File: config.mk
export PLATFORM = sky130hd
export DESIGN_NAME = training_sample_sequencer
export DESIGN_NICKNAME = d
export VERILOG_FILES = /design/src/rtl/training_sample_sequencer.sv
export SDC_FILE = /design/constraint.sdc
export NUM_CORES = 1
export LEC_CHECK = 0
export CAP_MARGIN = 20
export CELL_PAD_IN_SITES_DETAIL_PLACEMENT = 1
export CELL_PAD_IN_SITES_GLOBAL_PLACEMENT = 1
export CORE_ASPECT_RATIO = 1.25
export CORE_MARGIN = 2
export CORE_UTILIZATION = 20
export DETAILED_ROUTE_END_ITERATION = 12
export PLACE_DENSITY_LB_ADDON = 0.3
export SETUP_SLACK_MARGIN = 0.3
export SLEW_MARGIN = 20
export SYNTH_ARGS = -nofsm -noshare
export SYNTH_HDL_FRONTEND = slang
export SYNTH_SLANG_ARGS = --single-unit
File: constraint.sdc
create_clock -name clk_i -period 1.9 [get_ports clk_i]
set_clock_uncertainty 0.15 [all_clocks]
set_input_delay 0.285 -clock clk_i [delete_from_list [all_inputs] [get_ports clk_i]]
set_output_delay 0.285 -clock clk_i [all_outputs]
set_load 0.03 [all_outputs]
File: src/rtl/training_sample_sequencer.sv
// Replays a 2-input truth table as fixed-point valid/ready beats for EPOCHS passes.
// Ports: clk_i, reset_i, start_i, abort_i, ready_i -> valid_o, x1_o, x2_o, target_o, sample_o, epoch_o, last_o, busy_o, done_o.
module training_sample_sequencer #(
  parameter int          EPOCHS      = 10,
  parameter logic [3:0]  TRUTH_TABLE = 4'b1000,
  parameter int          SIGN        = 1,
  parameter int          Q_M         = 15,
  parameter int          Q_N         = 16,
  localparam int         W           = SIGN + Q_M + Q_N,
  localparam int         EW          = $clog2(EPOCHS + 1)
) (
  input  logic          clk_i,
  input  logic          reset_i,
  input  logic          start_i,
  input  logic          abort_i,
  input  logic          ready_i,
  output logic          valid_o,
  output logic [W-1:0]  x1_o,
  output logic [W-1:0]  x2_o,
  output logic [W-1:0]  target_o,
  output logic [1:0]    sample_o,
  output logic [EW-1:0] epoch_o,
  output logic          last_o,
  output logic          busy_o,
  output logic          done_o
);

  typedef enum logic [1:0] {
    IDLE,
    ISSUE,
    DONE
  } state_t;

  localparam logic [W-1:0]  ONE     = W'(1) << Q_N;
  localparam logic [EW-1:0] LAST_EP = EW'(EPOCHS - 1);

  state_t        state, state_n;
  logic [1:0]    sample, sample_n;
  logic [EW-1:0] epoch, epoch_n;
  logic          issue;

  always_ff @(posedge clk_i or posedge reset_i) begin
    if (reset_i) begin
      state  <= IDLE;
      sample <= '0;
      epoch  <= '0;
    end else begin
      state  <= state_n;
      sample <= sample_n;
      epoch  <= epoch_n;
    end
  end

  // The final transfer bumps epoch to EPOCHS, so DONE shows it directly.
  always_comb begin
    state_n  = state;
    sample_n = sample;
    epoch_n  = epoch;
    unique case (state)
      ISSUE: begin
        if (abort_i) begin
          state_n  = IDLE;
          sample_n = '0;
          epoch_n  = '0;
        end else if (ready_i) begin
          if (sample == 2'd3) begin
            sample_n = '0;
            epoch_n  = epoch + 1'b1;
            if (epoch == LAST_EP) state_n = DONE;
          end else begin
            sample_n = sample + 2'd1;
          end
        end
      end
      default: begin
        if (abort_i) begin
          state_n  = IDLE;
          sample_n = '0;
          epoch_n  = '0;
        end else if (start_i) begin
          state_n  = ISSUE;
          sample_n = '0;
          epoch_n  = '0;
        end
      end
    endcase
  end

  assign issue = (state == ISSUE);

  // Data is gated by ISSUE so idle/done words are all zero.
  always_comb begin
    valid_o  = issue;
    busy_o   = issue;
    done_o   = (state == DONE);
    sample_o = issue ? sample : 2'd0;
    epoch_o  = epoch;
    last_o   = issue && (sample == 2'd3);
    x1_o     = (issue && sample[1]) ? ONE : '0;
    x2_o     = (issue && sample[0]) ? ONE : '0;
    target_o = (issue && TRUTH_TABLE[sample]) ? ONE : '0;
  end

endmodule

* Word level (Yosys, flattened, before mapping) *
Cells that the tools add are included.

word-level totals
  register bits = 8
  latch bits = 0
  memory bits (writable) = 0
  bits in read-only memories = 0
  input bits = 5
  logic and storage cells = 46
  memories = 0

cells by class
  $add $sub $neg = 2
  multipliers = 0
  div/mod/pow operators = 0
  $lt $le $gt $ge = 1
  equal/unequal tests = 7
  shift-type cells = 0
  muxes and demuxes = 25
  bitwise gates (word level) = 0
  reduce and logical (&&, ||, !) cells = 8

operator list
  kind                                                        count
  two-way mux 17 bit                                          3
  two-way mux 2 bit                                           14
  two-way mux 4 bit                                           6
  != test 3 x 2 -> 1 bit, second input constant               2
  adder 4 x 1 -> 4 bit, second input constant                 1
  == test 2 bit, second input constant                        2
  == test 4 bit, second input constant                        1
  logical AND 1 bit                                           4
  AND reduction 4 bit                                         1
  less-than comparator 2 x 3 -> 1 bit, second input constant  1
  != test 3 bit, second input constant                        1
  AND reduction 3 bit                                         1
  nonzero test 3 bit                                          1
  adder 2 x 1 -> 2 bit, second input constant                 1
  binary-select mux 1 bit (select 2 bit)                      1
  == test 2 x 1 -> 1 bit, second input constant               1
  AND reduction 2 bit                                         1
  two-way mux 1 bit                                           1

* Depth between registers and ports, before layout *
  depth after elaboration = 6
  mapped depth = 5
  depth with buffers taken out = 5

* Worst setup path after synthesis *
Ideal clock, no wire load.

  kind = reg-to-output
  from = register state[1]
  to = output port target_o[16]
  data arrival time = 1.499 ns
  required time = 1.465 ns
  setup slack = -0.034 ns
  stages on the path, launching flop included = 5
  buffers on the path = 2
  cell sequence = dfrtp_1 and2b_4 buf_2 and2_1 buf_4

between the ends
  longest elaborated chain between the ends = 3

ends and longest elaborated chain
  element                 RTL line  RTL
  from (decl)             37        state_t state, state_n;
  from (signal assigned)  48        state <= state_n;
  == test 2 x 1 -> 1 bit  89        assign issue = (state == ISSUE);
  via busy_o              24        output logic busy_o,
  logical AND 1 bit       101       target_o = (issue && TRUTH_TABLE[sample]) ? ONE : '0;
  two-way mux 17 bit      101
  to (decl)               20        output logic [W-1:0] target_o,

The timed path passes the listed nets, and every way through them passes these cells.

* Worst setup path in the final report *
  from = register state[1]
  to = output port sample_o[1]

between the ends
  longest elaborated chain between the ends = 2

ends and longest elaborated chain
  element                 RTL line  RTL
  == test 2 x 1 -> 1 bit  89
  two-way mux 2 bit       96        sample_o = issue ? sample : 2'd0;
  to (decl)               21        output logic [1:0] sample_o,

Every way passes these cells.

==> impl_results.md <==
* Status: complete, no violations
* Top cells by area, synth: buf_4 (60%), dfrtp_1 (16%), ha_1 (3.1%)
* Vias/cell at 2.949
* Leak at 0.6972 nW
* Row count at 31
* DR pass1 iterations at 2
* Met2 wire length at 1.152 mm
* Worst Setup Start Kind: flip-flop
* Worst EP required at around 1.5 ns
* Final HPWL DP at between 1.5 and 2 mm
* Aggregate routed wire length at 2.157 mm
* Pwr per Cell Area at between 500 and 600 mW/mm^2
* Total number of vias at between 700 and 800
* Gr usage total at 5.586%
* Synthesized cell area at 0.001221 sq mm
* Clock sinks at 8
* M1 wire length at about 730 microns
* Crit-path cells: and2b_4 -> buf_8 -> and2_4 -> buf_6
* Final hold violation count at 0
* Num CTS Buffers at 3
* RSZ-0062 raised after global routing: yes
* Routed len/inst at between 8 and 9 microns
* FF+latch count, synth at 8
* Post-synthesis cell count at 148
* Total grt overflow at 0
* Hold Worst Slack at 0.1635 ns
* DP Cell Count at 246
* Die W at about 74 microns
* Hold crit path type: input pin to asynchronous set/reset pin
* Post-DRT Antenna Nets at 0
* CP max FO at 4
* ANT cells at 0
* Height of the die at 91.37 microns
* Worst skew pair latency at 0.23 ns
* Total Die Area at 0.006751 sq mm
* GPL Wtd Cong at 0.6749
* Leading area contributor after synthesis: buf_4
* Drt drc at 0
* Crit share post-route at 88.43%
* H-tree levels at 1
* Reg clk slew, reported paths at 0.04 ns
* Commonest non-fill, non-tap cell in the layout: conb_1
* Fin cells at 257
* Crit path buffers/inverters at 2
* Initial antenna violation count at 0
* CP max-delay cell: dfrtp_1
* First-pass GRT wire length at 2.973 mm
* Highest-count cells in the layout ignoring fill and taps: conb_1 (93), buf_4 (12), dfrtp_1 (7), buf_6 (7), o211ai_1 (5)
* Delay-heaviest family, CP: simple AND/OR/NAND/NOR gates
* Max-Cap Viols at 0
* Initial DRC count at 15
* CTS tree: done
* Core Area at between 0.005 and 0.006 sq mm
* Maximum clock path buffer count at 2
* Initial core utilization at around a fifth
* Pin count of the biggest net entering global routing at 9
* Area share of the largest cell type after synthesis at 59.63%
* # setup viols final at 0
* DR top layer: met4
* Post-layout min period at 1.680 ns
* Synth Area per Inst at 8.251 sq um
* Vias in the first global route at 626
* Setup tns final at 0 ns
* Area grow syn2layout at 5.123%
* Slew Limit Fails at 0
* WL met3 at ~260 microns
* Nets at 185
* Maximum vdd drop at 0.1316 mV
* Port Buffer Count at 17
* CP endpoint kind: output pin
* Setup CP Type: flip-flop to output pin
* Proportion of layout cells with a drive suffix above 1 at 18.86%
* Clock Tree Root: clkbuf_8
* I/O Pins at 111
* Yosys warns at 0
* CP arrival at 1.25 ns
* Crit path largest cell delay at 0.37 ns
* Number of distinct library cells after synthesis at 25
* Sequential area share after synthesis at 16.39%
* Peak Freq at 0.5952 GHz
layout make-up:
cell class / instances / area (sq um)
repair buffers: 31 / 280.3
clock buffers: 3 / 41.29
fillers: 715 / 4573
well taps: 82 / 102.6
inverters: 3 / 11.26
multi-input cells: 130 / 646.9
flip-flops and latches: 8 / 201.4
layer usage:
| metal | vias up | track usage (%) |
|---|---|---|
| met1 | 345 | 5.776 |
| li1 | 347 | - |
| met3 | 2 | 1.443 |
| met5 | - | 0 |
| met2 | 64 | 10.49 |
| met4 | 0 | 1.818 |
Yosys cell counts:
cell      instances
and4b_1           2
buf_1             1
nand3b_1          4
a311oi_1          2
or3_1             1
inv_1             3
buf_4            97
a41oi_1           1
nand4b_1          1
o211ai_1          5
and2b_4           1
buf_2             1
nand2b_1          1
o21ai_0           1
a31oi_1           1
nor2_1            2
a32oi_1           1
nand2_1           1
ha_1              3
nand3_1           2
a21oi_1           4
nor2b_1           1
dfrtp_1           8
conb_1            1
and2_1            3
state kept, by name (all words and copies together), names as in the netlist:
name,flops
epoch_o,4
sample,2
state,2
stage by stage:
step | instance area, sq um | power [W] | worst slack (ns) | utilization (%)
after detailed placement | 1140 | 0.0004757 | 0.1284 | 19.46
after global routing | 1284 | 0.0007212 | 0.1767 | 21.92
after global placement | 1140 | 0.0004754 | 0.1092 | 19.46
after floorplan | 1595 | 0.0006027 | 0.2999 | -
final | 1284 | 0.0006923 | 0.2198 | 21.92
after CTS | 1239 | 0.0006876 | 0.1682 | 21.15
where the power goes:
| group | switching, W | internal, W |
|---|---|---|
| clock | 0.0000626 | 0.000137 |
| combinational | 0.000280 | 0.0000347 |
| sequential | 0.00000374 | 0.000174 |
worst paths after layout:
kind                             from          end  slack (ns)  cells after the start
max in group asynchronous     reset_i    sample[0]        1.17                      2
setup reg to reg             state[1]   epoch_o[3]        0.33                      5
hold reg to reg            epoch_o[3]   epoch_o[3]        0.40                      1
setup / recovery             state[1]  sample_o[1]        0.22                      4
hold / removal                reset_i   epoch_o[1]        0.16                      2
min in group clk_i         epoch_o[3]   epoch_o[3]        0.40                      1
repair_timing:
action / 4_1_cts / 5_1_grt
hold buffers: 0 / 0
buffers inserted: 3 / 5
pin swaps: 0 / 2
setup endpoints to repair: 13 / 11
gates resized for setup: 18 / 10
worst register-to-register path, delay by kind of cell (launching register included):
family                 cells  cell delay, ns
flip-flops                 1            0.37
AND/OR/NAND/NOR            1            0.32
AO/OA/AOI/OAI              2            0.37
buffers and inverters      2            0.27
logic make-up (layout without fill, tap and decap cells):
group                    after synthesis  count (layout)  synth area share (%)
flip-flops                             8               8                 16.39
other                                  1              93                0.3071
AND/OR/NAND/NOR                       19              19                 10.45
buffers and inverters                102              37                 61.27
AO/OA/AOI/OAI                         15              15                 8.505
adder cells (fa/ha/maj)                3               3                 3.074
No activity file was read; power rests on OpenSTA's default activity.
